**src/rtl/timer_pkg.sv**
```systemverilog
// Shared constants for the Wishbone interval timer: register offsets,
// CSR bit positions and the tick divider factors.
package timer_pkg;

    localparam logic [15:0] OFF_LOAD  = 16'd0;
    localparam logic [15:0] OFF_COUNT = 16'd2;
    localparam logic [15:0] OFF_CSR   = 16'd4;

    localparam int unsigned CSR_STOP    = 32'd0;
    localparam int unsigned CSR_WRAP    = 32'd1;
    localparam int unsigned CSR_EXPEN   = 32'd2;
    localparam int unsigned CSR_ONESHOT = 32'd3;
    localparam int unsigned CSR_RUN     = 32'd4;
    localparam int unsigned CSR_DIV16   = 32'd5;
    localparam int unsigned CSR_DIV4    = 32'd6;
    localparam int unsigned CSR_EXPIRY  = 32'd7;

    // Upper CSR byte has no storage and always reads back as ones.
    localparam logic [15:0] CSR_RD_ONES = 16'hFF00;

    localparam logic [31:0] DIV16_FACTOR = 32'd16;
    localparam logic [31:0] DIV4_FACTOR  = 32'd4;

    typedef enum logic [1:0] {
        REG_LOAD  = 2'd0,
        REG_COUNT = 2'd1,
        REG_CSR   = 2'd2,
        REG_NONE  = 2'd3
    } reg_sel_e;

    function automatic logic [31:0] tick_period(input logic [31:0] prescale,
                                                input logic div16,
                                                input logic div4);
        logic [31:0] f16;
        logic [31:0] f4;
        f16 = div16 ? DIV16_FACTOR : 32'd1;
        f4  = div4  ? DIV4_FACTOR  : 32'd1;
        return prescale * f16 * f4;
    endfunction

endpackage

```
**src/rtl/timer_prescaler.sv**
```systemverilog
// Divides the bus clock down to a one-cycle timer tick; the period follows
// the DIV16/DIV4 selects and the count restarts on clr.
module timer_prescaler
    import timer_pkg::*;
#(
    parameter int unsigned PRESCALE = 32'd128
) (
    input  logic clk,
    input  logic reset,
    input  logic clr,
    input  logic en,
    input  logic div16,
    input  logic div4,
    output logic tick
);

    logic [31:0] cnt_r;
    logic [31:0] period_s;

    assign period_s = tick_period(32'(PRESCALE), div16, div4);
    // >= keeps the divider sane if the period shrinks while mid-count.
    assign tick     = en & (cnt_r >= (period_s - 32'd1));

    // Prescale counter: holds while disabled, wraps on each tick.
    always_ff @(posedge clk) begin
        if (reset) begin
            cnt_r <= 32'd0;
        end else if (clr) begin
            cnt_r <= 32'd0;
        end else if (en) begin
            cnt_r <= tick ? 32'd0 : (cnt_r + 32'd1);
        end else begin
            cnt_r <= cnt_r;
        end
    end

endmodule

```
**src/rtl/timer_wb.sv**
```systemverilog
// Wishbone interval timer with LOAD/COUNT/CSR registers and a level
// interrupt acknowledged by the vectored interrupt controller.
module timer_wb
    import timer_pkg::*;
#(
    parameter logic [15:0] BASE_ADDR = 16'o177706,
    parameter int unsigned PRESCALE  = 32'd128
) (
    input  logic        wb_clk_i,
    input  logic        wb_rst_i,
    input  logic [15:0] wb_adr_i,
    input  logic [15:0] wb_dat_i,
    output logic [15:0] wb_dat_o,
    input  logic        wb_we_i,
    input  logic [1:0]  wb_sel_i,
    input  logic        wb_stb_i,
    output logic        wb_ack_o,
    output logic        irq_o,
    input  logic        irq_ack_i
);

    localparam logic [15:0] ADR_LOAD  = BASE_ADDR + OFF_LOAD;
    localparam logic [15:0] ADR_COUNT = BASE_ADDR + OFF_COUNT;
    localparam logic [15:0] ADR_CSR   = BASE_ADDR + OFF_CSR;

    logic [15:0] load_r;
    logic [15:0] count_r;
    logic [7:0]  csr_r;
    logic [7:0]  csr_next_s;
    logic        ack_r;
    logic        irq_r;
    reg_sel_e    reg_s;
    logic        hit_s;
    logic        wr_s;
    logic        csr_wr_lo_s;
    logic        run_rise_s;
    logic        tick_s;
    logic        zero_tick_s;
    logic        expire_s;
    logic        exp_clr_s;
    logic [15:0] rdata_s;
    logic        unused_s;

    assign unused_s = wb_adr_i[0];

    // Word address decode; byte-address bit 0 plays no part.
    always_comb begin
        if (wb_adr_i[15:1] == ADR_LOAD[15:1]) begin
            reg_s = REG_LOAD;
        end else if (wb_adr_i[15:1] == ADR_COUNT[15:1]) begin
            reg_s = REG_COUNT;
        end else if (wb_adr_i[15:1] == ADR_CSR[15:1]) begin
            reg_s = REG_CSR;
        end else begin
            reg_s = REG_NONE;
        end
    end

    assign hit_s       = wb_stb_i & (reg_s != REG_NONE);
    // Writes land only in the cycle the ack rises, so a held strobe writes once.
    assign wr_s        = hit_s & wb_we_i & ~ack_r;
    assign csr_wr_lo_s = wr_s & (reg_s == REG_CSR) & wb_sel_i[0];
    assign run_rise_s  = csr_wr_lo_s & wb_dat_i[CSR_RUN] & ~csr_r[CSR_RUN];
    assign zero_tick_s = tick_s & (count_r == 16'd0);
    assign expire_s    = zero_tick_s & csr_r[CSR_EXPEN];
    assign exp_clr_s   = (csr_wr_lo_s & ~wb_dat_i[CSR_EXPIRY]) | irq_ack_i;

    timer_prescaler #(
        .PRESCALE (PRESCALE)
    ) u_prescaler (
        .clk   (wb_clk_i),
        .reset (wb_rst_i),
        .clr   (run_rise_s),
        .en    (csr_r[CSR_RUN] & ~csr_r[CSR_STOP]),
        .div16 (csr_r[CSR_DIV16]),
        .div4  (csr_r[CSR_DIV4]),
        .tick  (tick_s)
    );

    // Next CSR value: bus write beats one-shot stop; expiry set beats any clear.
    always_comb begin
        csr_next_s = csr_r;
        if (csr_wr_lo_s) begin
            csr_next_s[6:0] = wb_dat_i[6:0];
        end else if (zero_tick_s && csr_r[CSR_ONESHOT]) begin
            csr_next_s[CSR_RUN] = 1'b0;
        end else begin
            csr_next_s[6:0] = csr_r[6:0];
        end
        csr_next_s[CSR_EXPIRY] = expire_s | (csr_r[CSR_EXPIRY] & ~exp_clr_s);
    end

    // Register state, bus handshake and interrupt output.
    always_ff @(posedge wb_clk_i) begin
        if (wb_rst_i) begin
            load_r  <= 16'd0;
            count_r <= 16'd0;
            csr_r   <= 8'd0;
            ack_r   <= 1'b0;
            irq_r   <= 1'b0;
        end else begin
            ack_r <= hit_s;
            irq_r <= csr_r[CSR_EXPIRY] & csr_r[CSR_EXPEN];
            csr_r <= csr_next_s;
            if (wr_s && (reg_s == REG_LOAD)) begin
                load_r[15:8] <= wb_sel_i[1] ? wb_dat_i[15:8] : load_r[15:8];
                load_r[7:0]  <= wb_sel_i[0] ? wb_dat_i[7:0]  : load_r[7:0];
            end else begin
                load_r <= load_r;
            end
            if (run_rise_s) begin
                count_r <= load_r;
            end else if (zero_tick_s) begin
                count_r <= csr_r[CSR_WRAP] ? 16'hFFFF : load_r;
            end else if (tick_s) begin
                count_r <= count_r - 16'd1;
            end else begin
                count_r <= count_r;
            end
        end
    end

    // Read mux; drives zero when not addressed so the bus can OR replies.
    always_comb begin
        rdata_s = 16'd0;
        if (wb_stb_i && !wb_we_i && hit_s) begin
            case (reg_s)
                REG_LOAD:  rdata_s = load_r;
                REG_COUNT: rdata_s = count_r;
                REG_CSR:   rdata_s = CSR_RD_ONES | {8'd0, csr_r};
                default:   rdata_s = 16'd0;
            endcase
        end else begin
            rdata_s = 16'd0;
        end
    end

    assign wb_dat_o = rdata_s;
    assign wb_ack_o = ack_r;
    assign irq_o    = irq_r;

endmodule

```
**config.mk**
```make
export PLATFORM = sky130hd
export DESIGN_NAME = timer_wb
export DESIGN_NICKNAME = d
export VERILOG_FILES = /design/src/rtl/timer_pkg.sv /design/src/rtl/timer_prescaler.sv /design/src/rtl/timer_wb.sv
export SDC_FILE = /design/constraint.sdc
export NUM_CORES = 1
export LEC_CHECK = 0
export ABC_AREA = 1
export ABC_CLOCK_PERIOD_IN_PS = 2100
export BUFFER_PORTS_ARGS = -buffer_cell sky130_fd_sc_hd__buf_4
export CAP_MARGIN = 20
export CORE_MARGIN = 2
export CORE_UTILIZATION = 40
export CTS_CLUSTER_SIZE = 10
export DETAILED_ROUTE_END_ITERATION = 7
export GPL_ROUTABILITY_DRIVEN = 1
export MAX_ROUTING_LAYER = met4
export PLACE_DENSITY_LB_ADDON = 0.25
export SLEW_MARGIN = 0
export SYNTH_ARGS = -nofsm -noshare
export SYNTH_HDL_FRONTEND = slang
export SYNTH_SLANG_ARGS = --single-unit
```
**constraint.sdc**
```tcl
create_clock -name wb_clk_i -period 2.1 [get_ports wb_clk_i]
set_clock_uncertainty 0.15 [all_clocks]
set_input_delay 0.21 -clock wb_clk_i [delete_from_list [all_inputs] [get_ports wb_clk_i]]
set_output_delay 0.21 -clock wb_clk_i [all_outputs]
set_load 0.01 [all_outputs]
```
==> impl_results.md, run 1 <==
* Status: finished clean
* Static leakage at between 2 and 3 nW
* Worst reg2reg path depth at 12
* Yosys warns at 0
* Clk pin slew, worst setup/hold paths at around 0.060 ns
* XOR/XNOR Fraction of Synth Area at 0.0378
* Max-cap violation count at 0
* Antenna viol nets, final at 0
* Post-synthesis cell area at 4630 um2
* WP data arrival at around 2.2 ns
* Hpwl dp at 9170 um
* Most common cell after layout, fill and taps aside: nand2_1
* Total grt overflow at 0
* Largest net degree at the start of global routing at 32
* EDFF count, synth at 0
* Synth top area share at 0.320
* Register area share after synthesis at 0.320
* FFs w/ async S/R, synth at 0
* CP required at roughly 2.2 ns
* H-tree Lvls at 3
* CTS sink count at 74
* Largest vdd supply drop at roughly 0.6 mV
* Synth Area per Inst at roughly 6.7 um2
* Min-Delay Endpoint: csr_r[4]
* Mux share of post-synthesis cell area at 0
* Die Height at roughly 110 um
* DR pass1 iterations at 4
* Final Worst Setup Slack at roughly 0.027 ns
* Initial antenna violation count at 0
* Fraction of the mapped netlist area in adder cells at 0.0189
* Most frequent cells in the layout: nand2_1, nor2_1, buf_4, inv_1, dfxtp_1
* Yosys cell types at 46
* Ratio of cells with drive above 1 in the final layout at 0.273
* Port bufs at 55
* Syn Inst Count at between 600 and 700
* Dpl cell area at 5370 um2
* Crit path max fanout at 4
* F_max at 482 MHz
* Post-Route WL at between 10000 and 15000 um
* Area of the multi-input gates at 2850 um2
* Root Buffer: clkbuf_16
* Reg2Reg Setup Slack at 0.03 ns
* RSZ-0062 raised after global routing: true
* DRT iter0 DRCs at 261
* Post-layout nets at approximately 840
* Post-route setup TNS at 0 ns
* Ranking of synthesized cells by area: dfxtp_1, nand2_1, nor2_1
* Power Dens Cells at ~500 nW/um2
* Reg area at roughly 1500 um2
* Die area at 12500 um2
* Seq cells post-synth at between 70 and 80
* Finished Layout Cells at around 940
* RD Place Congestion at 0.854
* Simple-gate area share of the yosys netlist at 0.403
* Main combinational cell family by area after synthesis: simple AND/OR/NAND/NOR gates
* Initial Util at 0.408
* First-pass GRT wire length at 21200 um
* Worst Hold Launch: wb_dat_i[4]
* Critical Path Source Type: flop
* CTS tree: built
* Post-route DRC at 0
* Core Area at approximately 11000 um2
* Area Overhead vs Synth at 32.9%
* Post-synthesis compound-gate area fraction at 0.0996
* Syn nets at 735
* Final Hold Viols at 0
* Reg2reg end: count_r[9]
* Period utilization at 0.987
* WHS Path Cells at 3
* Worst hold-check path type: in2reg
* Reg-to-Reg Start: csr_r[5]
* Fillers at 1116
* GRT Total Usage at 0.216
* Antenna cell count at 0
* Io pins at 57
* Slew margin rel. at 0.667
* Max-slew violation count at 0
* Place WS at -0.131 ns
* Vias at roughly 4800
* Wire length per cell at roughly 14 um
* Min Clock Period, post-route at 2.07 ns
* Actual slew at the worst max-slew pin at around 0.50 ns
* CTS max path bufs at 2
* Die X at ~110 um
* Design Power at 0.00316 W
* Later-pin clock latency in the skew report at roughly 0.35 ns
* Setup CP Type: reg2reg
* Yosys top cell by area: dfxtp_1
* CP endpoint kind: flop
* Post-route cell area at 6160 um2
* Main synth FF type: dfxtp_1
* Routed vias/inst at approximately 5.1
* Placed Cells at around 900
* Number of global-route vias before repair at ~4600
* CTS buffer count at 9
* Final setup viols at 0
* Row count at 39
-- routing by layer --
layer	share of wire	track usage	vias to the layer above	wire length (um)
met2	0.51	0.375	104	6550
met1	0.43	0.246	2273	5510
met3	0.041	0.0512	28	533
met4	0.023	0.0716	0	294
li1	-	-	2435	-
met5	0	-	-	0
-- registers in the layout, indices dropped and copies added (netlist names) --
signal             cells
load_r                16
csr_r                  8
u_prescaler.cnt_r     32
count_r               16
irq_o                  1
wb_ack_o               1
-- cell type report --
class | instances | share of cell area
Timing Repair Buffer | 117 | 0.154
Multi-Input combinational cell | 489 | 0.463
Tap cell | 143 | 0.0291
Inverter | 102 | 0.0630
Clock inverter | 7 | 0.0124
Clock buffer | 9 | 0.0366
Sequential cell | 74 | 0.242
-- report_power, final --
part           leakage, nW  total (W)    switching, W  internal, W
Sequential           0.597    0.00140  0.000000000544      0.00140
Combinational         2.16   0.000179       0.0000933    0.0000861
Clock                0.142    0.00158        0.000652     0.000928
Total                 2.90    0.00316        0.000745      0.00242
-- worst max-delay path, stage by stage, from the launching register on --
cell and delay [ns]:
dfxtp_4 0.37, nand2_4 0.07, ha_4 0.29, nand3_4 0.08, a21oi_2 0.13, nand3_2 0.11, nand3_4 0.15, nand4_1 0.16
buf_4 0.20, nor2_2 0.07, nor2_1 0.05, nor2_1 0.10, nor2_1 0.04
-- per-stage QoR --
step / hold slack [ns] / util
finish: 0.144 / 0.542
global route: 0.128 / 0.542
CTS: 0.114 / 0.521
detailed placement: 0.284 / 0.472
global placement: 0.281 / 0.472
floorplan: 0.129 / -
-- logic make-up after synthesis --
family | count (synthesis)
buffers and inverters | 126
AND/OR/NAND/NOR | 385
XOR/XNOR | 20
flip-flops | 74
adder cells (fa/ha/maj) | 7
AO/OA/AOI/OAI | 76
other | 1
-- how the worst max path moves through the flow --
| stage | startpoint | to | slack, ns | depth (start not counted) |
|---|---|---|---|---|
| 3_5_place_dp | csr_r[5] | count_r[13] | -0.13 | 12 |
| 5_1_grt | csr_r[5] | count_r[9] | -0.1 | 14 |
| 3_3_place_gp | csr_r[5] | count_r[8] | -0.07 | 11 |
| 4_1_cts | csr_r[5] | count_r[6] | 0.01 | 15 |
| 2_1_floorplan | csr_r[5] | count_r[7] | 0.08 | 11 |
| 6_report | csr_r[5] | count_r[9] | 0.03 | 12 |
-- Yosys cell counts, types with 2 or more instances --
cell / count
a221oi_1: 8
buf_4: 4
o21ai_0: 29
xor2_1: 19
nand3_2: 2
nand2_1: 126
dfxtp_1: 74
clkbuf_1: 11
nand2_2: 5
nor3_2: 2
nor2_1: 109
o21ai_1: 2
nand2_4: 4
inv_2: 5
o221ai_1: 7
buf_6: 6
a21oi_1: 21
nor2_2: 18
nand4_1: 22
nor3_1: 25
nor2_8: 2
inv_1: 95
ha_1: 7
or2_2: 2
nand3_1: 58
a21oi_2: 3
nor2_4: 4
-- what timing repair did --
item / in CTS / in global routing
hold buffers: 18 / 0
setup buffers: 2 / 2
hold endpoints to repair: 25 / 0
pin swaps: 3 / 21
endpoints found under the setup margin: 32 / 38
gates resized for setup: 11 / 56
Power figures use the tool's default switching activity.
==> run 2, diff against run 1 <==
--- a/config.mk
+++ b/config.mk
@@ -16,6 +16,7 @@
 export GPL_ROUTABILITY_DRIVEN = 1
 export MAX_ROUTING_LAYER = met4
 export PLACE_DENSITY_LB_ADDON = 0.25
+export SETUP_SLACK_MARGIN = 0.2
 export SLEW_MARGIN = 0
 export SYNTH_ARGS = -nofsm -noshare
 export SYNTH_HDL_FRONTEND = slang
==> run 2 against run 1 <==
Setup slack better by 0.023 ns. Fmax is 1.1% higher. Sequential share of layout area down 1.7 points. Sequential cell count is the same. Hold slack lost 0.0044 ns. Combinational power increased by 14%. Clock power about the same. Sequential power hardly changed. Routed wire length is 2.8% higher. Critical path type unchanged.
==> impl_results.md, run 2 (synthesis gave the netlist of run 1 again) <==
* F_max at approximately 490 MHz
* Final Worst Setup Slack at around 0.05 ns
* Cell family with most CP delay: simple AND/OR/NAND/NOR gates
* Max-slew violation count at 0
* Post-Route WL at 13300 um
* Number of global-route vias before repair at 4722
* Placed Cells at roughly 900
* Die area at 12500 um2
* Largest regs: u_prescaler.cnt_r: 32 flops, count_r: 16 flops, load_r: 16 flops
* Max-cap violation count at 0
* GRT Total Usage at 0.226
* Port bufs at 55
* Routed vias/inst at between 5 and 6
* Post-layout nets at about 850
* Total grt overflow at 0
* Largest net degree at the start of global routing at 32
* Critical path cell sequence: nand2_4, ha_4, nand3_2, inv_1, nand2_1, nand3_2, nand2_2, nand3_4, nand4_1, buf_4, nor2_4, nor2_2, nor2_1, nor2_1
* CP endpoint kind: flop
* Buf+Inv Stages, Crit Path at 2
* Post-route setup TNS at 0 ns
* Min Clock Period, post-route at a little over 2 ns
* Clk pin slew, worst setup/hold paths at approximately 0.060 ns
* Core Area at 11400 um2
* Largest vdd supply drop at ~0.55 mV
* WP data arrival at about 2.1 ns
* Final Hold Viols at 0
* Vias at 4798
* Root Buffer: clkbuf_16
* Row count at 39
* Wire length per cell at between 10 and 15 um
* Power Dens Cells at 483 nW/um2
* DR pass1 iterations at 4
* Antenna cell count at 0
* Util after Layout at 0.583
* Hpwl dp at 9210 um
* Most frequent cells in the layout: nand2_1, nor2_1, buf_4, inv_1, dfxtp_1
* Later-pin clock latency in the skew report at ~0.35 ns
* CTS sink count at 74
* H-tree Lvls at 3
* Initial Util at 0.408
* Critical Path Source Type: flop
* Most flops, register: u_prescaler.cnt_r
* Final setup viols at 0
* Finished Layout Cells at around 950
* RD Place Congestion at roughly 0.88
* Status: finished clean
* RSZ-0062 raised after global routing: true
* Die Height at approximately 110 um
* Io pins at 57
* Fillers at between 1000 and 1500
* Crit path max fanout at 4
* CTS tree: built
* Place WS at -0.0389 ns
* Slowest-stage cell, CP: dfxtp_4
* CTS max path bufs at 2
* Die X at 112 um
* Period utilization at 0.976
* CP required at around 2.2 ns
* CTS buffer count at 9
* Flip-flop count of the largest register after layout at 32
* Antenna viol nets, final at 0
* Initial antenna violation count at 0
* CP peak stage delay at 0.37 ns
* Static leakage at just over 3 nW
* Worst hold-check path type: in2reg
* Post-route DRC at 0
* Area Overhead vs Synth at 43.0%
* DRT iter0 DRCs at about 370
* Setup CP Type: reg2reg
* Ratio of cells with drive above 1 in the final layout at 0.332
* First-pass GRT wire length at approximately 22000 um
* Most common cell after layout, fill and taps aside: nand2_1
## run 2: changes by cell type in the layout (fill, tap and decap cells not counted), sizes merged
| cell | change |
|---|---|
| clkbuf | +1 |
| nand2 | +1 |
| bufbuf | +1 |
| clkinvlp | -1 |
| buf | +8 |
| clkinv | +2 |
| inv | -2 |
## run 2: worst reg2reg max path: cells and delay by family, from the launching register on
family | cells | cell delay [ns]
and+or+nand+nor | 11 | 0.89
adders and majority gates | 1 | 0.28
buffers and inverters | 2 | 0.27
DFF | 1 | 0.37
## run 2: cell type report
cell class / count / area [um2] / area share
Multi-Input combinational cell: 490 / 3110 / 0.470
Sequential cell: 74 / 1490 / 0.225
Timing Repair Buffer: 126 / 1140 / 0.172
Inverter: 102 / 400 / 0.0604
Clock buffer: 10 / 239 / 0.0361
Tap cell: 143 / 179 / 0.0270
Clock inverter: 6 / 65.1 / 0.00982
## run 2: what timing repair did
item / in CTS / in global routing
endpoints found under the hold margin: 25 / 0
pin swaps: 26 / 37
hold buffers: 18 / 0
endpoints found under the setup margin: 49 / 49
gates cloned: 2 / 0
buffers inserted: 10 / 8
gates resized for setup: 56 / 83
## run 2: layer usage
layer  vias up  track usage  part of all wire
met5         -            -                 0
met4         0       0.0823             0.017
met3        20       0.0572             0.050
met2       113        0.391              0.52
met1      2209        0.251              0.41
li1       2456            -                 -
## run 2: worst paths after layout
| path | startpoint | to | slack, ns | depth (start not counted) |
|---|---|---|---|---|
| max reg2reg | csr_r[5] | count_r[9] | 0.05 | 14 |
| max | csr_r[5] | count_r[9] | 0.05 | 14 |
| min | wb_dat_i[4] | csr_r[4] | 0.14 | 3 |
| min reg2reg | u_prescaler.cnt_r[27] | u_prescaler.cnt_r[27] | 0.29 | 2 |
## run 2: where the power goes
part / switching [W] / internal [W]
Clock: 0.000639 / 0.000954
Sequential: 0.000000000586 / 0.00140
Combinational: 0.000108 / 0.0000964
## run 2: through the flow
stage	hold slack, ns	area [um2]	total power [W]
final	0.140	6620	0.00320
after global routing	0.141	6620	0.00331
after CTS	0.109	6240	0.00320
after detailed placement	0.283	5370	0.00158
after global placement	0.281	5370	0.00158
after floorplan	0.129	4680	0.00151
==> run 3, diff against run 2 <==
--- a/config.mk
+++ b/config.mk
@@ -6,9 +6,10 @@
 export NUM_CORES = 1
 export LEC_CHECK = 0
 export ABC_AREA = 1
-export ABC_CLOCK_PERIOD_IN_PS = 2100
+export ABC_CLOCK_PERIOD_IN_PS = 2300
 export BUFFER_PORTS_ARGS = -buffer_cell sky130_fd_sc_hd__buf_4
 export CAP_MARGIN = 20
+export CORE_ASPECT_RATIO = 0.9
 export CORE_MARGIN = 2
 export CORE_UTILIZATION = 40
 export CTS_CLUSTER_SIZE = 10
==> constraint.sdc (replaced) <==
create_clock -name wb_clk_i -period 2.3 [get_ports wb_clk_i]
set_clock_uncertainty 0.15 [all_clocks]
set_input_delay 0.23 -clock wb_clk_i [delete_from_list [all_inputs] [get_ports wb_clk_i]]
set_output_delay 0.23 -clock wb_clk_i [all_outputs]
set_load 0.01 [all_outputs]
==> run 3 against run 2 <==
Setup slack better by 0.21 ns. Largest cell class unchanged. Sequential power down 9%. First-iteration DRC count down 9.8%. Power shrank 12%. Clock power down 14%.
==> impl_results.md, run 3 (synthesis gave the netlist of run 1 again) <==
* Fillers at ~1100
* Max-cap violation count at 0
* Post-Route WL at 12800 um
* Reg2reg end: count_r[1]
* Power Dens Cells at 457 nW/um2
* Worst Hold Launch: wb_dat_i[0]
* Port bufs at 55
* CTS sink count at between 70 and 80
* GRT Total Usage at 0.215
* Ratio of cells with drive above 1 in the final layout at 0.270
* Total grt overflow at 0
* Largest vdd supply drop at ~0.36 mV
* Most common cell after layout, fill and taps aside: nand2_1
* Later-pin clock latency in the skew report at ~0.34 ns
* Worst hold-check path type: in2reg
* Internal power at 0.00217 W
* CP required at 2.42 ns
* First-pass GRT wire length at 21300 um
* Routed vias/inst at just over 5
* Area Overhead vs Synth at 32.3%
* Largest regs: u_prescaler.cnt_r: 32 flops, count_r: 16 flops, load_r: 16 flops
* RSZ-0062 raised after global routing: true
* DR pass1 iterations at 5
* Row count at 37
* WP data arrival at approximately 2.2 ns
* F_max at about 500 MHz
* Number of global-route vias before repair at ~4700
* Largest net degree at the start of global routing at 32
* Vias at roughly 4700
* Root Buffer: clkbuf_16
* Logic gate share of total power at 0.057
* Setup CP Type: reg2reg
* Dpl cell area at around 5300 um2
* Post-route cell area at 6130 um2
* Area of the multi-input gates at ~2900 um2
* Initial antenna violation count at 0
* Most flops, register: u_prescaler.cnt_r
* Critical Path Source Type: flop
* Most frequent cells in the layout: nand2_1, nor2_1, inv_1, buf_4, dfxtp_1
* DRT iter0 DRCs at 330
* Io pins at 57
* Static leakage at around 2.9 nW
* CTS buffer count at 9
* Reg2Reg Setup Slack at between 0.2 and 0.3 ns
* Hold Slack at about 0.0025 ns
* Initial Util at 0.408
* Min Clock Period, post-route at slightly above 2 ns
* Min-Delay Endpoint: load_r[0]
* Core Area at between 10000 and 15000 um2
* Flop pwr share at 0.457
* CP endpoint kind: flop
* Clock share of power at 0.485
* Worst reg2reg path depth at 13
* Final Worst Setup Slack at ~0.26 ns
* Switching power total at about 0.00063 W
* Antenna viol nets, final at 0
* Sw frac at 0.225
* Place WS at about 0.027 ns
* Wire length per cell at around 14 um
* Status: finished clean
* Post-layout nets at approximately 800
* Reg-to-Reg Start: csr_r[6]
* CTS max path bufs at 2
* Die X at approximately 120 um
* Antenna cell count at 0
* Die Height at approximately 110 um
* H-tree Lvls at 3
* Clk pin slew, worst setup/hold paths at 0.06 ns
* CTS tree: built
* Hpwl dp at 9090 um
* WHS Path Cells at 3
* Period utilization at 0.888
* Final Hold Viols at 0
* Flip-flop count of the largest register after layout at 32
* Reg area at about 1500 um2
* Crit path max fanout at 5
* Max-slew violation count at 0
* Final setup viols at 0
* Die area at approximately 12000 um2
* Post-route DRC at 0
* RD Place Congestion at approximately 0.92
* Post-route setup TNS at 0 ns
[run 3: cell types whose count changed in the layout (fill, tap and decap cells not counted), sizes merged]
| cell | before | now |
|---|---|---|
| buf | 107 | 88 |
| bufbuf | 1 | 0 |
| bufinv | 1 | 0 |
| clkbuf | 10 | 12 |
| clkinv | 5 | 3 |
| clkinvlp | 1 | 0 |
| dlygate4sd3 | 18 | 13 |
| inv | 101 | 102 |
| nand2 | 137 | 136 |
[run 3: per-layer routing]
layer	track usage	wire length, um	up-vias
met5	-	0	-
met4	0.0775	301	0
met3	0.0359	604	22
met2	0.387	6430	130
met1	0.242	5420	2201
li1	-	-	2392
[run 3: power by group through the flow]
stage / registers [W] / clock network (W) / logic [W]
floorplan: 0.00131 / 0 / 0.0000656
global placement: 0.00131 / 0 / 0.000131
detailed placement: 0.00131 / 0 / 0.000135
CTS: 0.00128 / 0.00138 / 0.000152
global route: 0.00128 / 0.00145 / 0.000174
finish: 0.00128 / 0.00136 / 0.000161
[run 3: layout make-up]
class / instances / share of cell area
Timing Repair Buffer: 101 / 0.141
Sequential cell: 74 / 0.243
Tap cell: 156 / 0.0318
Clock buffer: 12 / 0.0435
Inverter: 102 / 0.0637
Clock inverter: 3 / 0.00367
Multi-Input combinational cell: 489 / 0.473
[run 3: timing repair]
| action | CTS | global route |
|---|---|---|
| pin swaps | 2 | 28 |
| endpoints found under the hold margin | 14 | 0 |
| gates resized for setup | 13 | 72 |
| buffers inserted | 3 | 5 |
| hold buffers | 13 | 0 |
| setup endpoints to repair | 32 | 48 |
[run 3: critical path: stages (launching register included)]
cell and delay [ns]:
dfxtp_2 0.36, nand2_4 0.08, ha_4 0.29, nand3_4 0.08, a21oi_2 0.12, nand3_2 0.10, nand3_4 0.13, nand3_2 0.10
nor2_4 0.17, buf_12 0.15, nand2_2 0.05, nand3_2 0.05, nor2_1 0.04, nor2_1 0.12
[run 3: how the worst max path moves through the flow]
stage                     slack, ns      from              endpoint  cells after the start
after floorplan                0.28  csr_r[5]            count_r[7]                     11
final                          0.26  csr_r[6]            count_r[1]                     13
after global placement         0.12  csr_r[6]            count_r[7]                     10
after detailed placement       0.03  csr_r[6]  u_prescaler.cnt_r[0]                     13
after global routing           0.12  csr_r[6]  u_prescaler.cnt_r[6]                     13
after CTS                      0.21  csr_r[5]            count_r[2]                     14
[run 3: metrics by stage]
| stage | instances | total power [W] | util |
|---|---|---|---|
| after floorplan | 689 | 0.00138 | - |
| after global placement | 901 | 0.00144 | 0.465 |
| after detailed placement | 901 | 0.00145 | 0.465 |
| after CTS | 932 | 0.00282 | 0.509 |
| after global routing | 937 | 0.00291 | 0.541 |
| final | 937 | 0.00280 | 0.541 |
